`src/rtl/pipe_stage_buf_pkg.sv`:
```
// Shared pipeline-stage payload types and widths for the 5-stage core buffers.
// Each stage boundary sizes its pipe_stage_buf with the matching *_W localparam.
package pipe_stage_buf_pkg;

  typedef struct packed {
    logic        valid;
    logic [31:0] pc;
    logic [31:0] instr;
    logic        pred_taken;
    logic [30:0] pred_target;
  } fetch_data_t;

  typedef struct packed {
    logic        valid;
    logic [31:0] pc;
    logic [31:0] rs1_val;
    logic [31:0] rs2_val;
    logic [4:0]  rd;
    logic [5:0]  op;
  } decode_data_t;

  typedef struct packed {
    logic        valid;
    logic [31:0] pc;
    logic [31:0] result;
    logic [31:0] store_data;
    logic [4:0]  rd;
    logic        mem_rd;
    logic        mem_wr;
    logic [2:0]  funct3;
  } execute_data_t;

  typedef struct packed {
    logic        valid;
    logic [31:0] result;
    logic [4:0]  rd;
    logic        wb_en;
  } memory_data_t;

  typedef struct packed {
    logic        valid;
    logic [31:0] result;
    logic [4:0]  rd;
  } writeback_data_t;

  localparam int FETCH_W     = $bits(fetch_data_t);
  localparam int DECODE_W    = $bits(decode_data_t);
  localparam int EXECUTE_W   = $bits(execute_data_t);
  localparam int MEMORY_W    = $bits(memory_data_t);
  localparam int WRITEBACK_W = $bits(writeback_data_t);

  // Occupancy update selected each cycle.
  typedef enum logic [1:0] {
    UPD_HOLD = 2'b00,
    UPD_INC  = 2'b01,
    UPD_DEC  = 2'b10
  } cnt_upd_e;

endpackage

```
`src/rtl/pipe_stage_buf.sv`:
```
// Elastic valid/ready buffer between core pipeline stages: DEPTH-entry circular
// store, synchronous flush for redirects, optional zero-latency bypass when empty.
module pipe_stage_buf
  import pipe_stage_buf_pkg::*;
#(
  parameter int DATA_W = FETCH_W,
  parameter int DEPTH  = 2,
  parameter int BYPASS = 0
) (
  input  logic                       clk,
  input  logic                       resetn,
  input  logic                       flush,
  input  logic                       in_valid,
  output logic                       in_ready,
  input  logic [DATA_W-1:0]          in_data,
  output logic                       out_valid,
  input  logic                       out_ready,
  output logic [DATA_W-1:0]          out_data,
  output logic [$clog2(DEPTH+1)-1:0] occupancy
);

  localparam int              PTR_W    = (DEPTH > 1) ? $clog2(DEPTH) : 1;
  localparam int              CNT_W    = $clog2(DEPTH + 1);
  localparam logic [PTR_W-1:0] LAST_PTR = PTR_W'(DEPTH - 1);
  localparam logic [CNT_W-1:0] FULL_CNT = CNT_W'(DEPTH);
  localparam logic            BYP_EN   = (BYPASS != 32'sd0);

  // DEPTH need not be a power of two, so the wrap is an explicit compare.
  function automatic logic [PTR_W-1:0] ptr_inc(input logic [PTR_W-1:0] ptr);
    logic [PTR_W-1:0] nxt;
    if (ptr == LAST_PTR) nxt = {PTR_W{1'b0}};
    else                 nxt = ptr + PTR_W'(1);
    return nxt;
  endfunction

  logic [DATA_W-1:0] mem [DEPTH];
  logic [PTR_W-1:0]  rd_ptr_r;
  logic [PTR_W-1:0]  wr_ptr_r;
  logic [CNT_W-1:0]  count_r;
  logic              bypass_s;
  logic              push_s;
  logic              pop_s;
  logic              pass_s;
  logic              wr_en_s;
  logic              rd_en_s;
  cnt_upd_e          upd_s;

  // Handshake, output select and storage update decode.
  always_comb begin
    in_ready  = (count_r != FULL_CNT);
    bypass_s  = BYP_EN && (count_r == {CNT_W{1'b0}});
    out_valid = 1'b0;
    out_data  = mem[rd_ptr_r];
    if (bypass_s) begin
      out_valid = in_valid & ~flush;
      out_data  = in_data;
    end else begin
      // In bypass builds a redirect must never let a shadow item escape.
      out_valid = (count_r != {CNT_W{1'b0}}) & ~(BYP_EN & flush);
      out_data  = mem[rd_ptr_r];
    end
    push_s  = in_valid & in_ready;
    pop_s   = out_valid & out_ready;
    pass_s  = bypass_s & pop_s;
    wr_en_s = push_s & ~pass_s & ~flush;
    rd_en_s = pop_s & ~pass_s & ~flush;
    case ({wr_en_s, rd_en_s})
      2'b10:   upd_s = UPD_INC;
      2'b01:   upd_s = UPD_DEC;
      default: upd_s = UPD_HOLD;
    endcase
  end

  // Pointer and occupancy registers; flush returns to the reset state.
  always_ff @(posedge clk or negedge resetn) begin
    if (!resetn) begin
      rd_ptr_r <= {PTR_W{1'b0}};
      wr_ptr_r <= {PTR_W{1'b0}};
      count_r  <= {CNT_W{1'b0}};
    end else if (flush) begin
      rd_ptr_r <= {PTR_W{1'b0}};
      wr_ptr_r <= {PTR_W{1'b0}};
      count_r  <= {CNT_W{1'b0}};
    end else begin
      if (wr_en_s) wr_ptr_r <= ptr_inc(wr_ptr_r);
      if (rd_en_s) rd_ptr_r <= ptr_inc(rd_ptr_r);
      case (upd_s)
        UPD_INC: count_r <= count_r + CNT_W'(1);
        UPD_DEC: count_r <= count_r - CNT_W'(1);
        default: count_r <= count_r;
      endcase
    end
  end

  // Payload storage is deliberately left unreset.
  always_ff @(posedge clk) begin
    if (wr_en_s) mem[wr_ptr_r] <= in_data;
  end

  assign occupancy = count_r;

endmodule

```
`config.mk`:
```
export PLATFORM = sky130hd
export DESIGN_NAME = pipe_stage_buf
export DESIGN_NICKNAME = d
export VERILOG_FILES = /design/src/rtl/pipe_stage_buf_pkg.sv /design/src/rtl/pipe_stage_buf.sv
export SDC_FILE = /design/constraint.sdc
export NUM_CORES = 1
export LEC_CHECK = 0
export CAP_MARGIN = 40
export CORE_ASPECT_RATIO = 0.5
export CORE_MARGIN = 8
export CORE_UTILIZATION = 43
export DETAILED_ROUTE_END_ITERATION = 10
export PLACE_DENSITY = 0.81
export SLEW_MARGIN = 20
export SYNTH_ARGS = -nofsm -noshare
export SYNTH_HDL_FRONTEND = slang
export SYNTH_SLANG_ARGS = --single-unit
```
`constraint.sdc`:
```
create_clock -name clk -period 7.8 [get_ports clk]
set_input_delay 1.56 -clock clk [delete_from_list [all_inputs] [get_ports clk]]
set_output_delay 1.56 -clock clk [all_outputs]
set_load 0.01 [all_outputs]
```
After elaboration in Yosys (flattened, before gate mapping)
Memory sizes are Yosys's and may differ from the RTL's.
Index checks and enable logic that the tools add are counted.
{"block": "totals", "out_inout_bits": 101, "in_bits": 102, "reg_bits": 4, "memories": 1, "mem_bits_rw": 194}
{"block": "classes", "addsub": 4, "n_eq_ne": 5, "mux": 11, "n_reduce_logical": 4, "bitwise": 5}
{"memory": "mem", "words": 2, "width": 97, "read_ports": 1, "rd_ports_with_merged_regs": 0, "write_ports": 1, "line_no": "pipe_stage_buf.sv:36", "source": "logic [DATA_W-1:0] mem [DEPTH];"}
{"op": "1-bit two-way mux", "count": 8}
{"op": "2-bit case mux with 2 select lines", "count": 2}
{"op": "2-bit nonzero test", "count": 3}
{"op": "1-bit bitwise AND", "count": 4}
{"op": "2-bit by 1-bit == test with 1-bit output (second input constant)", "count": 2}
{"op": "2-bit == test (second input constant)", "count": 2}
{"op": "3-bit nonzero test", "count": 1}
{"op": "1-bit adder (second input constant)", "count": 2}
{"op": "2-bit by 1-bit adder with 2-bit output (second input constant)", "count": 1}
{"op": "2-bit two-way mux", "count": 1}
{"op": "2-bit != test (second input constant)", "count": 1}
{"op": "2-bit by 1-bit subtractor with 2-bit output (second input constant)", "count": 1}
{"op": "1-bit inverter", "count": 1}

Depth between registers and ports, before layout
{"block": "logic_depth", "word_depth": 8, "ltp_mapped": 4, "depth_no_buf": 4}

Worst setup path before layout
OpenSTA, ideal clock, no wires.
{"block": "synth_timing", "path_kind": "input to register", "from": "input in_valid", "to": "memory mem[1][0] (netlist name) (enable)", "cell_stages": 2, "path_buffers": 0, "required_ns": 7.109, "setup_time_ns": 0.691, "arrival_time_ns": 8.656, "setup_slack_ns": -1.547, "cell_sequence": "nand2_1 nor3b_1"}
{"block": "synth_via", "elab_chain_len": 4}
{"item": "start, declared", "line_no": "pipe_stage_buf.sv:13", "source": "input logic in_valid,"}
{"item": "1-bit bitwise AND", "line_no": "pipe_stage_buf.sv:62", "source": "push_s = in_valid & in_ready;"}
{"item": "1-bit bitwise AND", "line_no": "pipe_stage_buf.sv:65", "source": "wr_en_s = push_s & ~pass_s & ~flush;"}
{"item": "1-bit two-way mux", "line_no": "pipe_stage_buf.sv:97", "source": "if (wr_en_s) mem[wr_ptr_r] <= in_data;"}
{"item": "1-bit two-way mux (not written as such)", "line_no": "pipe_stage_buf.sv:97"}
{"item": "end, declared", "line_no": "pipe_stage_buf.sv:36"}
No other way between the ends.

Final worst setup path
{"block": "layout_timing", "from": "register rd_ptr_r", "to": "output out_data[49]"}
{"block": "layout_via", "elab_chain_len": 1}
{"item": "start, declared", "line_no": "pipe_stage_buf.sv:37", "source": "logic [PTR_W-1:0] rd_ptr_r;"}
{"item": "start signal, assigned", "line_no": "pipe_stage_buf.sv:77", "source": "rd_ptr_r <= {PTR_W{1'b0}};"}
{"item": "start signal, assigned", "line_no": "pipe_stage_buf.sv:81", "source": "rd_ptr_r <= {PTR_W{1'b0}};"}
{"item": "start signal, assigned", "line_no": "pipe_stage_buf.sv:86", "source": "if (rd_en_s) rd_ptr_r <= ptr_inc(rd_ptr_r);"}
{"item": "memory read 2 x 97 bit"}
{"item": "end, declared", "line_no": "pipe_stage_buf.sv:18", "source": "output logic [DATA_W-1:0] out_data,"}
No other way between the ends.

==> impl_metrics.ini <==
[outcome]
status = completed

[pwr]
cellPowerDensity_mw_per_mm2 = 231
p_leak_nw = 3.41
clockPowerShare_pct = 35.7
ir_drop_mv = 0.143
p_seq_share_pct = 52.1
power_frac_comb_pct = 12.1
netSwitchingFraction_pct = 21.1
internal_power_w = 0.00186
p_switching_w = 0.000498

[sta]
finalSetupTns_ps = 0
min_period_over_period_pct = 55.6
rsz0062_at_grt = no
whs_ps = 634
slew_headroom_pct = 52.7
worstMarginPinSlew_ps = 709
fmax_ghz = 0.231
min_period_ps = 4340
hold_viol_final = 0
clock_skew_ps = 12.1
drv_slew = 0
setup_viol = 0

[worst_hold_path]
hold_path.class = reg2reg

[yosys]
yosys.cell_types.count = 22
synth_top_family_by_area = multiplexers
netlist_area_mm2 = 0.00730
muxShareOfSynthArea_pct = 16.1
synth_warnings = 0
synth_simple_gate_area_share_pct = 0.822
syn_area_per_cell_um2 = 22.3
ys_seq_elements = 198
synth_xor_area_share_pct = 0.120
synth_compound_area_share_pct = 0.617
syn_nets = 430
synthAdderAreaFrac_pct = 0
yosysSeqAreaShare_pct = 81.1
syn_inst = 328

[worst_setup_path]
startpoint = rd_ptr_r
worst-endpoint-arrival_ps = 2780
worst-path-max-fanout = 48
slowest_delay_ps = 800
reg2reg_to = mem[1][91]
cpMaxStageDelayCell = dfrtp_4
crit_end = out_data[49]
r2r_setup_slack_ps = 5430
reg2reg_from = occupancy[1]
critPathLaunchType = register
critPathKind = reg2out
reg2reg_depth = 5
cp.required_ps = 6240
path_cells = buf_4 > buf_16 > mux2_2 > clkdlybuf4s50_1
endpoint_kind = output port

[grt]
grt_max_degree = 77
antenna_found_initial = 0
grt_overflow_total = 0
grt_pass1_vias = 4069
grt_first_pass_wirelength_mm = 23.5
grt_use_total_pct = 14.0

[route]
via_count = 3749
vias_per_cell = 4.79
remaining_drc_errors = 0
routedWlPerCell_um = 20.3
antenna_left = 0
initialDrtViolationCount = 221
drtPass1Iterations = 4
postRouteWirelength_mm = 15.9

[die]
start_util_pct = 44.2
die_height_um = 108
core.rowCount = 33
chipWidth_um = 200
coreArea_mm2 = 0.0165
die_area_mm2 = 0.0217
io_pins = 203

[run]
drv_cap = 0

[layout]
drive_above_1_share_pct = 24.8
final_nets = 646
stdcell_count = 783
num_antenna_cells = 0
area_delta_synth_final_pct = 40.0
fillers = 1194

[clocking]
cts_tree = built
post_cts_buffers = 0
ctsRootBufferMaster = clkbuf_16
cts_sinks = 198
path_clk_slew_ps = 70
clock_latency_ps = 410
cts_hold_buf = 0
cts_buffers = 17
cts.repair.resized = 0
clock_path_buffers = 2
htreeDepth = 4

[placed_design]
hpwlAfterDp_mm = 11.1
dp.cells = 751
place_congestion = 0.703
io_buffers = 202
routing by layer:
metal | global-route usage, % | part of all wire, %
met1 | 15.1 | 38
met2 | 27.3 | 57
met3 | 2.89 | 2.9
met4 | 5.48 | 2.0
met5 | 0 | 0
placed cells by master, fill, tap and decap left out:
cell	synthesis	routed
xor2_1	1	1
clkbuf_1	0	2
clkinv_2	0	3
buf_8	0	1
mux2_4	20	20
buf_6	4	1
inv_2	1	1
dfrtp_4	0	1
mux2i_1	1	1
inv_1	1	1
bufinv_16	0	2
nor3b_1	2	1
nand3b_1	1	1
nor3b_4	0	1
dfrtp_1	4	3
clkinv_4	0	4
buf_16	0	1
o21ai_0	2	2
or2_2	2	2
edfxtp_1	194	194
a21oi_1	4	4
buf_12	0	2
nor2_1	1	1
clkbuf_16	0	17
nand2_1	1	1
buf_4	0	1
nor3_4	0	1
clkinvlp_4	0	3
or3_1	1	1
clkdlybuf4s50_1	0	202
o211ai_1	1	1
a21o_1	1	1
nor2b_1	1	1
mux2_2	77	77
how the worst min path moves through the flow:
stage | start | endpoint | slack, ps | cells past startpoint
6_report | wr_ptr_r | wr_ptr_r | 630 | 2
5_1_grt | occupancy[1] | occupancy[1] | 690 | 2
4_1_cts | wr_ptr_r | wr_ptr_r | 630 | 2
3_5_place_dp | wr_ptr_r | wr_ptr_r | 620 | 2
3_3_place_gp | wr_ptr_r | wr_ptr_r | 610 | 2
2_1_floorplan | wr_ptr_r | wr_ptr_r | 540 | 2
final cells by class:
class / instances / area, um2 / share of cell area (%)
Sequential cell: 198 / 5930 / 58.0
Clock inverter: 12 / 133 / 1.30
Timing Repair Buffer: 208 / 2120 / 20.8
Multi-Input combinational cell: 117 / 1310 / 12.9
Tap cell: 227 / 284 / 2.78
Inverter: 2 / 7.51 / 0.0734
Clock buffer: 19 / 433 / 4.23
critical path, delay by kind of cell (launching register included):
| kind | cells | cell delay (ps) |
|---|---|---|
| multiplexers | 1 | 380 |
| flip-flops | 1 | 800 |
| buffers and inverters | 3 | 1120 |
power by group through the flow:
stage | Sequential (W) | Combinational, W | Clock [W]
finish | 0.00123 | 0.000286 | 0.000842
CTS | 0.00123 | 0.000288 | 0.000860
global route | 0.00123 | 0.000301 | 0.000898
floorplan | 0.00125 | 0.000123 | 0
global placement | 0.00125 | 0.000279 | 0
detailed placement | 0.00125 | 0.000286 | 0
state kept, by name, indices dropped and copies added (netlist names):
signal / cells
mem: 194
wr_ptr_r: 1
rd_ptr_r: 1
occupancy: 2
cells by family (layout without fill, tap and decap cells):
group,after synthesis,after routing
flip-flops,198,198
multiplexers,98,98
buffers and inverters,13,241
AND/OR/NAND/NOR,10,10
AO/OA/AOI/OAI,8,8
XOR/XNOR,1,1
cells in the mapped netlist:
cell type,instances,area [um2]
inv_2,1,3.75
or3_1,1,6.26
buf_2,7,35.0
o21ai_0,2,10.0
nand3b_1,1,7.51
edfxtp_1,194,5830
nand2_1,1,3.75
dfrtp_1,4,100
a21o_1,1,7.51
o211ai_1,1,7.51
nor2b_1,1,6.26
buf_6,4,45.0
a21oi_1,4,20.0
nor3_1,1,5.00
mux2_4,20,300
mux2i_1,1,10.0
nor3b_1,2,15.0
inv_1,1,3.75
or2_2,2,12.5
nor2_1,1,3.75
mux2_2,77,867
xor2_1,1,8.76
metrics by stage:
| stage | setup WS (ps) | power, W | utilization [%] | cell area, um2 |
|---|---|---|---|---|
| after floorplan | 1860 | 0.00137 | - | 7310 |
| after global placement | 3600 | 0.00153 | 58.2 | 9600 |
| after detailed placement | 3670 | 0.00154 | 58.3 | 9630 |
| after CTS | 3200 | 0.00238 | 61.7 | 10200 |
| after global routing | 3340 | 0.00243 | 61.9 | 10200 |
| final | 3460 | 0.00236 | 61.9 | 10200 |
(Power assumes the default switching activity.)
